`src/rtl/cp0_pkg.sv`:
```
// cp0_pkg: CP0 register numbers, field positions and exception codes
package cp0_pkg;
  localparam logic [4:0] CP0_COUNT = 5'd9;
  localparam logic [4:0] CP0_COMPARE = 5'd11;
  localparam logic [4:0] CP0_STATUS = 5'd12;
  localparam logic [4:0] CP0_CAUSE = 5'd13;
  localparam logic [4:0] CP0_EPC = 5'd14;
  localparam int IE_BIT = 0;
  localparam int EXL_BIT = 1;
  localparam int IM_LSB = 8;
  localparam int IP_LSB = 8;
  localparam int TI_BIT = 15;
  typedef enum logic [4:0] {
    EXC_INT = 5'd0,
    EXC_SYS = 5'd8,
    EXC_RI = 5'd10,
    EXC_OV = 5'd12
  } exc_code_t;
endpackage

```
`src/rtl/cp0_irq_latch.sv`:
```
// cp0_irq_latch: rising-edge detect per irq line into a W1C pending register
module cp0_irq_latch #(
  parameter int NUM_IRQ = 4
) (
  input  logic               clk,
  input  logic               reset,
  input  logic [NUM_IRQ-1:0] irq_in,
  input  logic [NUM_IRQ-1:0] clr,
  output logic [NUM_IRQ-1:0] pend
);
  logic [NUM_IRQ-1:0] prev;
  always_ff @(posedge clk) begin
    if (reset) begin
      prev <= '0;
      pend <= '0;
    end else begin
      prev <= irq_in;
      pend <= (pend & ~clr) | (irq_in & ~prev);
    end
  end
endmodule

```
`src/rtl/cp0_intc.sv`:
```
// cp0_intc: CP0 Status/Cause/EPC/Count/Compare with interrupt and exception arbitration
module cp0_intc
  import cp0_pkg::*;
#(
  parameter int NUM_IRQ = 4,
  parameter int XLEN = 32,
  parameter logic [XLEN-1:0] EXC_VECTOR = 32'h80000180
) (
  input  logic               clk,
  input  logic               reset,
  input  logic [XLEN-1:0]    pc,
  input  logic               instr_done,
  input  logic [NUM_IRQ-1:0] irq_in,
  input  logic               exc_req,
  input  logic [4:0]         exc_code,
  input  logic               eret,
  input  logic               mtc0_en,
  input  logic [4:0]         addr,
  input  logic [XLEN-1:0]    wr_data,
  output logic [XLEN-1:0]    rd_data,
  output logic               take_exc,
  output logic [XLEN-1:0]    vector,
  output logic [XLEN-1:0]    epc,
  output logic [XLEN-1:0]    status,
  output logic [XLEN-1:0]    cause,
  output logic               int_pending
);
  logic ie, exl, ti, armed;
  logic [7:0] im, ip;
  logic [4:0] code;
  logic [XLEN-1:0] count, compare, epc_q;
  logic [NUM_IRQ-1:0] ext;
  logic wr_count, wr_compare, wr_status, wr_cause, wr_epc;
  assign wr_count = mtc0_en && addr == CP0_COUNT;
  assign wr_compare = mtc0_en && addr == CP0_COMPARE;
  assign wr_status = mtc0_en && addr == CP0_STATUS;
  assign wr_cause = mtc0_en && addr == CP0_CAUSE;
  assign wr_epc = mtc0_en && addr == CP0_EPC;
  cp0_irq_latch #(.NUM_IRQ(NUM_IRQ)) u_irq (
    .clk(clk),
    .reset(reset),
    .irq_in(irq_in),
    .clr(wr_cause ? wr_data[IP_LSB +: NUM_IRQ] : '0),
    .pend(ext)
  );
  assign ip = 8'(ext) | {ti, 7'b0};
  assign int_pending = ie & ~exl & |(ip & im);
  assign take_exc = ~reset & (exc_req | (instr_done & int_pending));
  assign status = XLEN'({im, 6'b0, exl, ie});
  assign cause = XLEN'({ip, 1'b0, code, 2'b0});
  assign epc = epc_q;
  assign vector = EXC_VECTOR;
  always_comb begin
    rd_data = addr == CP0_COUNT ? count :
              addr == CP0_COMPARE ? compare :
              addr == CP0_STATUS ? status :
              addr == CP0_CAUSE ? cause :
              addr == CP0_EPC ? epc_q : '0;
  end
  always_ff @(posedge clk) begin
    if (reset) begin
      ie <= 1'b0;
      exl <= 1'b0;
      ti <= 1'b0;
      armed <= 1'b0;
      im <= '0;
      code <= '0;
      count <= '0;
      compare <= '0;
      epc_q <= '0;
    end else begin
      count <= wr_count ? wr_data : count + XLEN'(1);
      compare <= wr_compare ? wr_data : compare;
      armed <= armed | wr_compare;
      ti <= ~wr_compare & ((armed & count == compare) | (ti & ~(wr_cause & wr_data[TI_BIT])));
      ie <= wr_status ? wr_data[IE_BIT] : ie;
      im <= wr_status ? wr_data[IM_LSB +: 8] : im;
      exl <= take_exc | (~eret & (wr_status ? wr_data[EXL_BIT] : exl));
      code <= take_exc ? (exc_req ? exc_code : EXC_INT) : code;
      epc_q <= take_exc & ~exl ? pc : wr_epc ? wr_data : epc_q;
    end
  end
endmodule

```
`config.mk`:
```
export PLATFORM = sky130hd
export DESIGN_NAME = cp0_intc
export DESIGN_NICKNAME = d
export VERILOG_FILES = /design/src/rtl/cp0_pkg.sv /design/src/rtl/cp0_irq_latch.sv /design/src/rtl/cp0_intc.sv
export SDC_FILE = /design/constraint.sdc
export NUM_CORES = 1
export LEC_CHECK = 0
export CORE_MARGIN = 8
export CORE_UTILIZATION = 47
export CTS_BUF_LIST = sky130_fd_sc_hd__clkbuf_4 sky130_fd_sc_hd__clkbuf_8
export CTS_CLUSTER_DIAMETER = 30
export DETAILED_ROUTE_END_ITERATION = 10
export PLACE_DENSITY = 0.83
export SLEW_MARGIN = 10
export SYNTH_ARGS = -nofsm -noshare
export SYNTH_HDL_FRONTEND = slang
export SYNTH_SLANG_ARGS = --single-unit
```
`constraint.sdc`:
```
create_clock -name clk -period 1.8 [get_ports clk]
set_input_delay 0.18 -clock clk [delete_from_list [all_inputs] [get_ports clk]]
set_output_delay 0.18 -clock clk [all_outputs]
set_load 0.01 [all_outputs]
```
After elaboration in Yosys (flattened, before gate mapping) --
Index checks and enable logic that the tools add are counted.
Word-level totals: register bits after elaboration 121, latch bits 0, RAM bits 0, memory bits (read-only) 0, input bits 84, logic and storage cells 62, memories 0
Cells by class: $add $sub $neg 1, $mul 0, divide/modulo/power cells 0, order comparisons 0, equality and inequality tests 6, shifts and indexed selects 0, mux-type cells 11, bitwise logic cells 26, reductions and logical operators 7
Operator list (count):
- two-way mux 32 bit | 8
- adder 32 x 1 -> 32 bit, second input constant | 1
- equality test 32 bit | 1
- equality test 5 x 4 -> 1 bit, second input constant | 5
- bitwise AND 1 bit | 10
- bitwise AND 4 bit | 2
- bitwise AND 8 bit | 1
- NOT 4 bit | 2
- OR 4 x 8 -> 8 bit | 1
- OR reduction 8 bit | 1
- logical AND 1 bit | 5
- two-way mux 5 bit | 1
- NOT 1 bit | 5
- two-way mux 4 bit | 1
- OR 1 bit | 4
- OR 4 bit | 1
- nonzero test 2 bit | 1
- two-way mux 1 bit | 1

Longest topological paths before layout --
Gate-level depths: netlist of run 1.
depth after elaboration 9, mapped depth 7, depth with buffers taken out 5

Cells and area by module --
From an unflattened synthesis of run 1, not the netlist that was laid out.
Second synthesis, totals: cell total of the unflattened synthesis 868, area, all modules 6972.9 sq um
By module, submodules not included:
- cp0_intc | instances 1, cells an instance 844, area each 6717.7 sq um
- cp0_irq_latch | instances 1, cells an instance 24, area each 255.2 sq um

Worst setup path before layout of run 1 --
No wires, ideal clock.
path type reg-to-reg, from register u_irq.pend[2], to register epc_q[10], in the netlist epc[10], library setup time 0.091 ns, arrival 1.628 ns, data required time 1.709 ns, setup slack 0.081 ns, stages on the path, launching flop included 7, buffers on the path 1, period minus slack after synthesis 1.719 ns, cell sequence dfxtp_1 > a222oi_1 > nand2_1 > a32oi_4 > buf_2 > nor2_1 > a311oi_1
Between the ends: longest elaborated chain between the ends 9, elaborated cells between the ends (all ways) 10
Ends and longest elaborated chain:
- start, declared | RTL line cp0_irq_latch.sv:9 | output logic [NUM_IRQ-1:0] pend
- start signal, assigned | RTL line cp0_irq_latch.sv:18 | pend <= (pend & ~clr) | (irq_in & ~prev);
- OR 4 x 8 -> 8 bit (*) | RTL line cp0_intc.sv:46 | assign ip = 8'(ext) | {ti, 7'b0};
- bitwise AND 8 bit (*) | RTL line cp0_intc.sv:47 | assign int_pending = ie & ~exl & |(ip & im);
- OR reduction 8 bit (*) | RTL line cp0_intc.sv:47
- bitwise AND 1 bit (*) | RTL line cp0_intc.sv:47
- bitwise AND 1 bit (*) | RTL line cp0_intc.sv:48 | assign take_exc = ~reset & (exc_req | (instr_done & int_pending));
- OR 1 bit (*) | RTL line cp0_intc.sv:48
- bitwise AND 1 bit (*) | RTL line cp0_intc.sv:48
- bitwise AND 1 bit (*) | RTL line cp0_intc.sv:80 | epc_q <= take_exc & ~exl ? pc : wr_epc ? wr_data : epc_q;
- two-way mux 32 bit / nonzero test 2 bit (equally long branches)
- end signal, assigned | RTL line cp0_intc.sv:80
- end, declared | RTL line cp0_intc.sv:31 | logic [XLEN-1:0] count, compare, epc_q;
Mark *: on every way between the ends. The rest lies on a longest branch, timed or not. A chain may end at the register's enable or synchronous reset.

Final worst setup path of run 1 --
from register u_irq.pend[2], to output take_exc
Between the ends: longest elaborated chain between the ends 7
Ends and longest elaborated chain:
- OR 4 x 8 -> 8 bit | RTL line cp0_intc.sv:46
- bitwise AND 8 bit | RTL line cp0_intc.sv:47
- OR reduction 8 bit | RTL line cp0_intc.sv:47
- bitwise AND 1 bit | RTL line cp0_intc.sv:47
- bitwise AND 1 bit | RTL line cp0_intc.sv:48
- OR 1 bit | RTL line cp0_intc.sv:48
- bitwise AND 1 bit | RTL line cp0_intc.sv:48
- end, declared | RTL line cp0_intc.sv:21 | output logic take_exc,
No other way between the ends.

==> summary.txt, run 1 <==
Outcome
  • Status: complete, but fails checks
  • Violated checks: setup timing

Logic synthesis
  • Syn Inst Count: 861
  • EDFF count, synth: 0
  • Main combinational cell family by area after synthesis: simple AND/OR/NAND/NOR gates
  • Top FF cell, synth: dfxtp_1
  • Post-synth ARST share: 0%
  • Yosys top cell area share: 35.1%
  • Yosys warning total: 0
  • Count leader, synth: nand2_1
  • Post-synthesis compound-gate area fraction: 19.1%
  • Simple-gate area share of the yosys netlist: between 20% and 30%
  • Syn Std Cell Area: around 6900 sq um
  • Most instantiated cells after synthesis: nand2_1, dfxtp_1, nor2_1
  • Post-synthesis mux area share: about 2.3%
  • Synth Area in Adders: 0.181%
  • Synth Register Bits: approximately 120
  • Yosys cell types: 49
  • Sequential-to-total area share from yosys stat: roughly a third
  • Area contributors post-synth: dfxtp_1, buf_4, nand2_1
  • Area leader, netlist: dfxtp_1
  • XOR/XNOR share of the synthesized area: 7.87%
  • Avg Inst Size Synth: between 8 and 9 sq um

Clock network
  • Clk Tree Root Cell: clkbuf_8
  • Worst skew pair latency: about 0.46 ns
  • Total CTS buffers: 17
  • CTS sink cnt: between 100 and 150
  • Clock-pin transition on the worst setup and hold timing paths: 0.08 ns
  • CTS max path bufs: 2
  • Clock tree from TritonCTS: built
  • H-Tree Depth: 4

Timing
  • Worst Setup Slack, final: -0.184 ns
  • Final slew viol count: 0
  • Clock Skews: ~0.019 ns
  • Normalized max-slew margin: roughly two thirds
  • RSZ-0062 raised after global routing: true
  • Final Cycle Share: 110%
  • Final setup fails: 49
  • Final hold vios: 0
  • Slew at the pin closest to its max-slew limit: 0.500 ns
  • Fin crit period: about 2.0 ns
  • Fmax: around 0.50 GHz

Critical path
  • Critical Path AT: around 1.8 ns
  • Critical path class: reg2out
  • Startpoint types: flop
  • Slowest Stage Delay on Critical Path: 0.40 ns
  • Crit. End Element: primary output
  • Req. time, crit path: between 1.5 and 2 ns
  • Critical-path maximum fanout: 3
  • Slowest CP cell: a222oi_1
  • Worst path cell trace: a222oi_1, nand2_2, a31oi_2, nor2_1, buf_2

Detailed routing
  • Drt wl/cell: 22.4 um
  • # DRC: 0
  • Via/cell ratio: between 6 and 7
  • Routed wire length: a little under 30000 um
  • Starting DRT DRC Count: 1065
  • Via count: 7779
  • Pre-Repair DR Iteration Count: 8
  • ANT nets after route: 0

Floorplan
  • Row count: 44
  • Initial Util: 47.8%
  • Die height: about 140 um
  • IO Count: 246
  • Horiz. Die Dim: 137 um
  • Core area: approximately 14000 sq um
  • Die area: approximately 19000 sq um

Cells and area
  • Finished Layout Cells: 1295
  • Share of post-route cells with drive strength above 1: between 20% and 30%
  • Antenna cell count: 0
  • Final nets: ~1200
  • Layout area overhead: 50.4%

Pwr
  • Combinational share of power: ~18%
  • Flop pwr share: around two fifths
  • Clock Power Share: ~40%
  • PD cells: between 600 and 700 nW/um^2
  • Sw Ratio: ~28%
  • Leakage: 4.21 nW
  • Sw Pwr: a little under 0.002 W
  • Tot Pwr: 0.00688 W
  • Peak supply drop: roughly 0.00046 V
  • Cell-internal power: around 0.0049 W

Placement
  • Placed cells: approximately 1200
  • RD Place Congestion: 0.869
  • PortBufs: ~170
  • HPWL Detailed: ~18000 um

Global route
  • Global-route wire length before repair: between 40000 and 50000 um
  • Initial antenna violation count: 0
  • GR Util All Layers: between 20% and 30%
  • Largest net degree at the start of global routing: between 50 and 60
  • Gr ovfl total: 0
  • Vias in the first global route: 7606

Job
  • MaxCap Viol Count: 0

Hold path
  • Hold crit path type: in2reg
## through the flow
step / hold slack (ns) / util, % / setup WS [ns] / TNS [ns] / area (sq um)
2_1_floorplan: 0.308 / - / 0.0808 / 0 / 7180
3_3_place_gp: 0.440 / 62.6 / -0.878 / -73.38 / 9040
3_5_place_dp: 0.450 / 62.6 / -0.887 / -82.68 / 9040
4_1_cts: 0.120 / 70.5 / -0.197 / -5.20 / 10200
5_1_grt: 0.130 / 71.9 / -0.305 / -8.58 / 10400
6_report: 0.147 / 71.9 / -0.184 / -3.32 / 10400
## power groups by stage
| stage | Clock [W] | Combinational [W] | Sequential, W |
|---|---|---|---|
| floorplan | 0 | 0.000498 | 0.00294 |
| global placement | 0 | 0.000960 | 0.00292 |
| detailed placement | 0 | 0.000972 | 0.00292 |
| finish | 0.00277 | 0.00124 | 0.00287 |
| CTS | 0.00278 | 0.00118 | 0.00286 |
| global route | 0.00289 | 0.00129 | 0.00288 |
## registers in the layout (all words and copies together), names as in the netlist, 4 cells and up
name / cells
compare: 32
im: 8
u_irq.pend: 4
u_irq.prev: 4
epc: 32
count: 32
code: 5
## path summary, 6_finish.rpt
kind	endpoint	startpoint	depth (start not counted)	slack (ns)
max	take_exc	u_irq.pend[2]$_SDFF_PP0_	5	-0.18
min	compare[16]$_SDFFE_PP0P_	reset	2	0.15
max reg2reg	epc[22]$_SDFFE_PP0P_	u_irq.pend[2]$_SDFF_PP0_	8	-0.15
min reg2reg	armed$_SDFF_PP0_	armed$_SDFF_PP0_	2	0.48
## cell usage in the layout, fill, tap and decap left out, types with 25 or more instances in the layout
master and instances:
a21oi_1 45, buf_4 70, clkdlybuf4s50_1 129, buf_6 28
conb_1 76, inv_1 30, nor2_1 79, a311oi_1 25
dfxtp_1 118, nand2_1 141, xnor2_1 44
## per-layer routing
layer / share of wire, % / vias to the layer above / global-route usage (%)
met5: 0 / - / 0
met4: 5.0 / 0 / 17.3
met1: 37 / 3704 / 34.3
met2: 46 / 611 / 45.3
met3: 12 / 132 / 8.81
li1: - / 3332 / -
## critical path: cells and delay by family, from the launching register on
kind	cells	cell delay, ns
AOI/OAI and AO/OA	2	0.61
buffers and inverters	1	0.16
DFF	1	0.33
and+or+nand+nor	2	0.25
## kinds of logic after synthesis
| logic type | Yosys count |
|---|---|
| adder cells (fa/ha/maj) | 1 |
| XOR/XNOR | 62 |
| flip-flops | 121 |
| buffers and inverters | 170 |
| AND/OR/NAND/NOR | 324 |
| AO/OA/AOI/OAI | 165 |
| multiplexers | 16 |
| other | 2 |
## final cells by class
class / instances / area, sq um
Tap cell: 184 / 230
Clock buffer: 18 / 248
Clock inverter: 14 / 196
Multi-Input combinational cell: 645 / 4180
Sequential cell: 121 / 2430
Timing Repair Buffer: 283 / 2980
Fill cell: 988 / 4050
Inverter: 30 / 113
## repair_timing
item                                   4_1_cts  5_1_grt
buffers inserted                            16        8
gates cloned                                16        0
setup endpoints to repair                  138       87
hold buffers                                 0        0
endpoints found under the hold margin        0        0
gates resized for setup                    228       87
pin swaps                                   39       36
Power figures use the tool's default switching activity.
==> run 2: changes to the inputs <==
--- a/config.mk
+++ b/config.mk
@@ -5,7 +5,7 @@
 export SDC_FILE = /design/constraint.sdc
 export NUM_CORES = 1
 export LEC_CHECK = 0
-export CORE_MARGIN = 8
+export CORE_MARGIN = 2
 export CORE_UTILIZATION = 47
 export CTS_BUF_LIST = sky130_fd_sc_hd__clkbuf_4 sky130_fd_sc_hd__clkbuf_8
 export CTS_CLUSTER_DIAMETER = 30
==> run 2 against run 1 <==
  * The run still ends with setup timing left
  * Combinational power is 6% lower
  * First-iteration DRC count fell by 20%
  * Wire length decreased by 12%
  * Global-route usage increased by 1.7 points
  * Critical endpoint is now epc[2]$_SDFFE_PP0P_
  * Largest cell class unchanged
==> summary.txt, run 2 (same netlist as run 1, synthesis figures left out) <==
Outcome
  • Status: complete, but fails checks (unchanged)
  • Violated checks: setup timing (unchanged)

Hold path
  • Hold worst-path end: count[25]$_SDFF_PP0_ (was compare[16]$_SDFFE_PP0P_)
  • Hold crit path type: in2reg (unchanged)
  • Hold Path Stages: 2 (unchanged)
  • Hold_sp: reset (unchanged)

Floorplan
  • Die height: 125 um (was 137 um)
  • Row count: 44 (unchanged)
  • Horiz. Die Dim: 125 um (was 137 um)
  • IO Count: 246 (unchanged)
  • Die area: 15700 sq um (was 18800 sq um)
  • Initial Util: 47.8% (unchanged)
  • Core area: 14400 sq um (unchanged)

Timing
  • Final setup fails: 36 (was 49)
  • Final Cycle Share: 112% (was 110%)
  • Worst Setup Slack, final: -0.208 ns (was -0.184 ns)
  • Hold slack final: 0.0259 ns (was 0.147 ns)
  • Final hold vios: 0 (unchanged)
  • RSZ-0062 raised after global routing: true (unchanged)
  • Fmax: 0.498 GHz (was 0.504 GHz)
  • Fin crit period: 2.01 ns (was 1.98 ns)
  • Final slew viol count: 0 (unchanged)
  • Clock Skews: 0.0127 ns (was 0.0191 ns)

Pwr
  • PD cells: 676 nW/um^2 (was 663 nW/um^2)
  • Leakage: 4.10 nW (was 4.21 nW)
  • Peak supply drop: 0.000489 V (was 0.000455 V)
  • Tot Pwr: 0.00680 W (was 0.00688 W)

Cells and area
  • Final Cell Area: 10000 sq um (was 10400 sq um)
  • Layout fillers: 1035 (was 988)
  • Antenna cell count: 0 (unchanged)
  • Most common cell after layout, fill and taps aside: nand2_1 (unchanged)
  • Highest-count cells in the layout ignoring fill and taps: nand2_1, clkdlybuf4s50_1, dfxtp_1 (unchanged)
  • Share of post-route cells with drive strength above 1: 22.9% (was 25.6%)
  • Layout area overhead: 45.6% (was 50.4%)
  • Post-layout util: 69.7% (was 71.9%)
  • Final nets: 1174 (was 1183)

Detailed routing
  • Via/cell ratio: 5.75 (was 6.01)
  • Drt wl/cell: 19.9 um (was 22.4 um)
  • Routed wire length: 25600 um (was 29000 um)
  • # DRC: 0 (unchanged)
  • Pre-Repair DR Iteration Count: 7 (was 8)
  • Via count: 7393 (was 7779)
  • Starting DRT DRC Count: 850 (was 1065)
  • ANT nets after route: 0 (unchanged)

Global route
  • GR Util All Layers: 30.6% (was 29.0%)
  • Vias in the first global route: 7009 (was 7606)
  • Largest net degree at the start of global routing: 62 (was 51)
  • Gr ovfl total: 0 (unchanged)
  • Initial antenna violation count: 0 (unchanged)
  • Global-route wire length before repair: 38000 um (was 42100 um)

Clock network
  • Clock tree from TritonCTS: built (unchanged)
  • H-Tree Depth: 4 (unchanged)
  • Worst skew pair latency: 0.46 ns (about the same)
  • Total CTS buffers: 17 (unchanged)
  • Clk Tree Root Cell: clkbuf_8 (unchanged)
  • Hold_buf cts: 0 (unchanged)
  • Clock-pin transition on the worst setup and hold timing paths: 0.08 ns (about the same)
  • CTS sink cnt: 121 (unchanged)
  • CTS max path bufs: 2 (unchanged)

Critical path
  • R2R setup slack: -0.21 ns (was -0.15 ns)
  • Req. time, crit path: 2.17 ns (was 1.62 ns)
  • Critical Path AT: 2.38 ns (was 1.80 ns)
  • FF-to-FF path depth: 9 (was 8)
  • Most frequent cell on the critical path: buf_6
  • Reg2reg start: im[2]$_SDFFE_PP0P_ (was u_irq.pend[2]$_SDFF_PP0_)
  • Crit. End Element: flop (was primary output)
  • Startpoint types: flop (unchanged)
  • Critical path class: reg2reg (was reg2out)
  • Slowest CP cell: dfxtp_2 (was a222oi_1)
  • Reg2reg end: epc[2]$_SDFFE_PP0P_ (was epc[22]$_SDFFE_PP0P_)
  • Critical-path maximum fanout: 4 (was 3)
  • Slowest Stage Delay on Critical Path: 0.33 ns (was 0.40 ns)
  • Worst path cell trace: a222oi_1, nand2_1, buf_6, a32oi_4, buf_6, buf_8, buf_16, nor2_2, a311oi_1 (was a222oi_1, nand2_2, a31oi_2, nor2_1, buf_2)

Placement
  • Post-place instance area: 9000 sq um (was 9040 sq um)
  • RD Place Congestion: 0.874 (was 0.869)
  • HPWL Detailed: 15900 um (was 17600 um)
  • PortBufs: 169 (unchanged)

Job
  • MaxCap Viol Count: 0 (unchanged)
## run 2: cell types whose count changed in the layout (fill, tap and decap cells not counted), sizes merged, moves of 2 or more
cell and change:
clkbuf +3, clkinv +2, clkinvlp -2, buf -11
## run 2: worst max path at each step
stage                                         from                    to  slack [ns]  cells after the start
after floorplan           u_irq.pend[2]$_SDFF_PP0_  epc[10]$_SDFFE_PP0P_        0.08                      6
after global placement                     addr[1]            rd_data[8]       -0.83                      5
after detailed placement                   addr[1]           rd_data[11]       -0.85                      5
after CTS                       im[2]$_SDFFE_PP0P_   epc[0]$_SDFFE_PP0P_       -0.18                      9
after global routing            im[2]$_SDFFE_PP0P_  epc[20]$_SDFFE_PP0P_       -0.30                      9
final                           im[2]$_SDFFE_PP0P_   epc[2]$_SDFFE_PP0P_       -0.21                      9
## run 2: report_power, final
group	internal (W)	switching, W	total, W
Sequential	0.00278	0.0000858	0.00286
Clock	0.00155	0.00121	0.00276
Combinational	0.000591	0.000581	0.00117
Total	0.00492	0.00188	0.00680
## run 2: repair_timing
item,4_1_cts,5_1_grt
cloned,9,2
buffers inserted,17,0
gates resized for setup,216,43
setup endpoints to repair,107,78
pin swaps,52,16
## run 2: area by class of cell
type                       count  area, sq um  share of cell area, %
timing repair buffer         275         2790                   27.8
multi-input combinational    644         4050                   40.3
tap                          184          230                   2.29
clock inverter                14          195                   1.94
sequential                   121         2420                   24.1
clock buffer                  18          248                   2.47
inverter                      30          113                   1.12
## run 2: critical path: cells and delay by family (launching register included)
kind	cells	cell delay (ns)
buf+inv	4	0.58
simple gates	2	0.25
flops	1	0.33
compound gates	3	0.74
## run 2: through the flow
step / TNS (ns) / worst slack [ns] / instances
after floorplan: 0 / 0.0808 / 935
after global placement: -71.34 / -0.832 / 1229
after detailed placement: -75.61 / -0.848 / 1229
final: -5.82 / -0.208 / 1286
after global routing: -7.82 / -0.300 / 1286
after CTS: -4.92 / -0.182 / 1286
## run 2: per-layer routing
layer  up-vias  track usage, %  share of wire (%)
met1      3495            38.6                 39
met4         0            11.8                3.4
met3        74            7.87                 11
met5         -               0                  0
met2       516            50.5                 47
li1       3308               -                  -
==> variant 1: new RTL, flow settings as in run 1 <==
The package constant `CP0_COUNT` goes from 5'd9 to 5'd4.
--- a/src/rtl/cp0_pkg.sv
+++ b/src/rtl/cp0_pkg.sv
@@ -1,5 +1,5 @@
 // cp0_pkg: CP0 register numbers, field positions and exception codes
 package cp0_pkg;
-  localparam logic [4:0] CP0_COUNT = 5'd9;
+  localparam logic [4:0] CP0_COUNT = 5'd4;
   localparam logic [4:0] CP0_COMPARE = 5'd11;
   localparam logic [4:0] CP0_STATUS = 5'd12;
Behaviour: not the same (Yosys sat finds a counterexample within 4 cycles, from zero or initial values and one cycle with reset high).
==> variant 1 against run 1 <==
The flow still finishes with violations (setup timing); via count shrank 6.5%; cell count about the same; sequential cell count is the same; power is 5.3% lower; sequential power about the same; wire length shrank 12%; worst hold slack lost 57 ps; setup slack worse by 80 ps; critical path type is now flop to flop; synthesized area about the same; design area down 5.1%; synthesized cell count up 0.46%.
==> variant 1: results (changes against run 1) <==
CP max FO = 7 (+4)
RD Place Congestion = 0.865 (-0.55%)
Met2 Use GR = 0.421 (-0.0320)
Largest net degree at the start of global routing = 60 (+18%)
Layout cells sized above 1 = 0.217 (-0.0385)
Final non-filler cell total = 1294 (-0.077%)
Final setup fails = 34 (-31%)
Fillers = 1113 (+13%)
Worst Hold Endpoint = epc[23]
Failing checks = setup timing
Peak VDD IR = 435 uV (-4.4%)
Outcome = finished, violations left
Met3 usage = 0.0664 (-0.0217)
Vias = 7276 (-6.5%)
WL met1 = 9470 um (-13%)
Gate power share = 0.177 (-0.003)
Synth area leaders = dfxtp_1 (35%), buf_4 (8.7%), nand2_1 (8.4%)
Leak Pwr = 4.07 nW (-3.3%)
XOR/XNOR Fraction of Synth Area = 0.0787 (about the same)
Commonest cells in the synthesized netlist = nand2_1 (155), dfxtp_1 (121), nor2_1 (96)
First DRT Iteration DRCs = 792 (-26%)
Synth Area in Compound Gates = 0.207 (+0.0165)
All-Layer GR Usage = 0.259 (-0.0310)
R2R cell count = 9 (+1)
WHS = 89.9 ps (-57.1 ps)
Synth Instances = 865 (+0.46%)
Sequential area share after synthesis = 0.351 (about the same)
Final WS setup = -264 ps (-80.0 ps)
Vias in the first global route = 7175 (-5.7%)
Int Pwr = 4.76 mW (-3.6%)
Dpl hpwl = 17100 um (-3.0%)
Reg2Reg Capture Point = epc[24]
Area after DPL = 9100 sq um (+0.68%)
variant 1: cell count changes after synthesis, moves of 7 or more:
cell      delta
xor2_1      +14
a211oi_2    -20
clkbuf_1     -7
mux2i_1     -11
a21oi_1     +10
nor4_1      -11
buf_2        +9
a311oi_2    +20
a211oi_1    +23
xnor2_1     -14
nand2_1      +8
nand3_1     +16
a311oi_1    -20
variant 1: what timing repair did:
action / 4_1_cts / 5_1_grt
setup endpoints to repair: 66 / 69
resized for setup: 173 / 36
setup buffers: 11 / 5
pin swaps: 30 / 29
gates cloned: 8 / 1
endpoints found under the hold margin: 0 / 0
variant 1: final cells by class:
| cell class | instances | area share |
|---|---|---|
| Clock buffer | 24 | 0.0317 |
| Clock inverter | 8 | 0.00941 |
| Inverter | 25 | 0.00954 |
| Multi-Input combinational cell | 652 | 0.402 |
| Sequential cell | 121 | 0.247 |
| Tap cell | 184 | 0.0234 |
| Timing Repair Buffer | 280 | 0.277 |
==> variant 2: new RTL, settings of run 1 <==
Made on the original files. Register the output `status`, with the module's reset; this adds one clock of latency there. The other outputs are not delayed to match.
--- a/src/rtl/cp0_intc.sv
+++ b/src/rtl/cp0_intc.sv
@@ -26,4 +26,6 @@
   output logic               int_pending
 );
+
+  logic [XLEN-1:0] status_d;
   logic ie, exl, ti, armed;
   logic [7:0] im, ip;
@@ -47,5 +49,5 @@
   assign int_pending = ie & ~exl & |(ip & im);
   assign take_exc = ~reset & (exc_req | (instr_done & int_pending));
-  assign status = XLEN'({im, 6'b0, exl, ie});
+  assign status_d = XLEN'({im, 6'b0, exl, ie});
   assign cause = XLEN'({ip, 1'b0, code, 2'b0});
   assign epc = epc_q;
@@ -54,5 +56,5 @@
     rd_data = addr == CP0_COUNT ? count :
               addr == CP0_COMPARE ? compare :
-              addr == CP0_STATUS ? status :
+              addr == CP0_STATUS ? status_d :
               addr == CP0_CAUSE ? cause :
               addr == CP0_EPC ? epc_q : '0;
@@ -81,4 +83,12 @@
     end
   end
+  always_ff @(posedge clk) begin
+    if (reset) begin
+      status <= '0;
+    end else begin
+      status <= status_d;
+    end
+  end
+
 endmodule
 
Formal check against the unedited RTL: not equivalent (Yosys sat finds a counterexample within 4 cycles, from zero or initial values and one cycle with reset high).
==> variant 2 against run 1 <==
Power shrank 7.7%; synthesized cell count grew 2.7%; highest routed layer unchanged; synthesized area grew 2.2%; via count shrank 4.7%; design area decreased by 4.1%; the flow still finishes with violations (setup timing); clock power decreased by 23%; die area is 1.9% higher; setup slack worse by 120 ps; sequential cell count increased by 10; first-iteration DRC count decreased by 16%; wire length shrank 8.5%.
==> variant 2: results (changes against run 1) <==
Number of stages on the worst hold path = 5 (+3)
Synth cell types = 45 (-8.2%)
Dpl hpwl = 16900 um (-3.9%)
Layout cells sized above 1 = 0.188 (-0.0674)
First-pass DRT Iterations = 9 (+1)
Final setup skew = 13.3 ps (-5.78 ps)
Synth area leaders = dfxtp_1 (37%), buf_4 (8.6%), nand2_1 (7.6%)
Synth Area in Compound Gates = 0.175 (-0.0156)
Longest Clk Path Bufs = 2 (unchanged)
Synthesized area per cell = 7.97 sq um (-0.50%)
Final setup fails = 35 (-29%)
RD Place Congestion = 0.859 (-1.2%)
Peak VDD IR = 493 uV (+8.3%)
All-Layer GR Usage = 0.255 (-0.0348)
Max stage delay on crit path = 420 ps (+20 ps)
Fraction of synthesized area in multiplexers = 0.0227 (-0.000490)
Worst skew pair latency = 460 ps (about the same)
Worst Tran Pin Value = 686 ps (+185 ps)
Synth Area in Adders = 0.00177 (-0.0000383)
Wire per inst = 20.6 um (-8.1%)
Arrival @ worst endpoint = 1920 ps (+120 ps)
Nets = 1187 (+0.34%)
Commonest cells in the synthesized netlist = nand2_1 (143), dfxtp_1 (131), nor2_1 (100)
Critical Path Start Type = flop
Outcome = finished, violations left
First DRT Iteration DRCs = 890 (-16%)
Global-route wire length before repair = 39800 um (-5.4%)
Final WS setup = -299 ps (-116 ps)
Vias per inst = 5.75 (-4.3%)
CP max FO = 2 (-1)
Largest net degree at the start of global routing = 65 (+27%)
WHS = 236 ps (+89.4 ps)
Sequential area share after synthesis = 0.372 (+0.0210)
Vias in the first global route = 7364 (-3.2%)
Max-Cap Viols = 0 (unchanged)
Leak Pwr = 4.07 nW (-3.5%)
DRT Wirelength = 26600 um (-8.5%)
XOR/XNOR Fraction of Synth Area = 0.0733 (-0.00539)
Worst Hold Endpoint = ti
Failing checks = setup timing
Final ANT Viol Nets = 0 (unchanged)
[variant 2: cell types whose count changed in the layout (fill, tap and decap cells not counted), sizes merged, moves of 4 or more]
cell,run 1,this run
clkinvlp,6,0
nor2b,11,19
dfxtp,121,131
buf,152,134
xnor2,44,38
clkbuf,18,22
nand3,10,18
nor4,16,6
nand2,148,143
[variant 2: worst max path at each step]
stage	slack [ps]	to	depth (start not counted)
3_3_place_gp	-900	rd_data[11]	5
4_1_cts	-210	epc[3]	9
3_5_place_dp	-960	rd_data[6]	5
2_1_floorplan	60	rd_data[11]	4
6_report	-300	take_exc	6
5_1_grt	-370	take_exc	6
[variant 2: repair_timing]
action                     4_1_cts  5_1_grt
setup buffers                   18        4
setup endpoints to repair       75       81
hold buffers                     0        0
cloned                          12        2
gates resized for setup        212       54
pin swaps                       45       19
[variant 2: cell type report]
type | count | area, sq um
Clock buffer | 19 | 255
Clock inverter | 3 | 40.0
Fill cell | 1099 | 4640
Inverter | 30 | 113
Multi-Input combinational cell | 655 | 3980
Sequential cell | 131 | 2630
Tap cell | 184 | 230
Timing Repair Buffer | 267 | 2700
[variant 2: metrics by stage]
| stage | instance area (sq um) | setup slack, ps | util | TNS [ps] |
|---|---|---|---|---|
| 6_report | 9950 | -299 | 0.682 | -8360 |
| 5_1_grt | 9950 | -375 | 0.682 | -11100 |
| 4_1_cts | 9690 | -212 | 0.664 | -5370 |
| 3_5_place_dp | 9010 | -961 | 0.618 | -57690 |
| 3_3_place_gp | 9010 | -904 | 0.618 | -53760 |
| 2_1_floorplan | 7330 | 62.8 | - | 0 |
[variant 2: per-layer routing]
metal	global-route usage	vias up	share of wire
li1	-	3342	-
met2	0.436	457	0.49
met5	0	-	0
met1	0.289	3505	0.38
met3	0.0596	107	0.086
met4	0.136	0	0.053
[variant 2: cell families (layout without fill, tap and decap cells)]
group,after synthesis,count (layout)
XOR/XNOR,59,59
flip-flops,131,131
AND/OR/NAND/NOR,334,335
adder cells (fa/ha/maj),1,1
multiplexers,16,16
AO/OA/AOI/OAI,168,168
buffers and inverters,173,319
other,2,76
[variant 2: tightest hold or removal path: cells and delay by family]
kind / cells / cell delay [ps]
simple gates: 3 / 220
buf+inv: 1 / 140
compound gates: 1 / 100
[variant 2: report_power, final]
group	total [mW]	switching (mW)	internal, mW
combinational	1.11	0.551	0.558
clock	2.14	1.08	1.06
sequential	3.09	0.0940	3.00
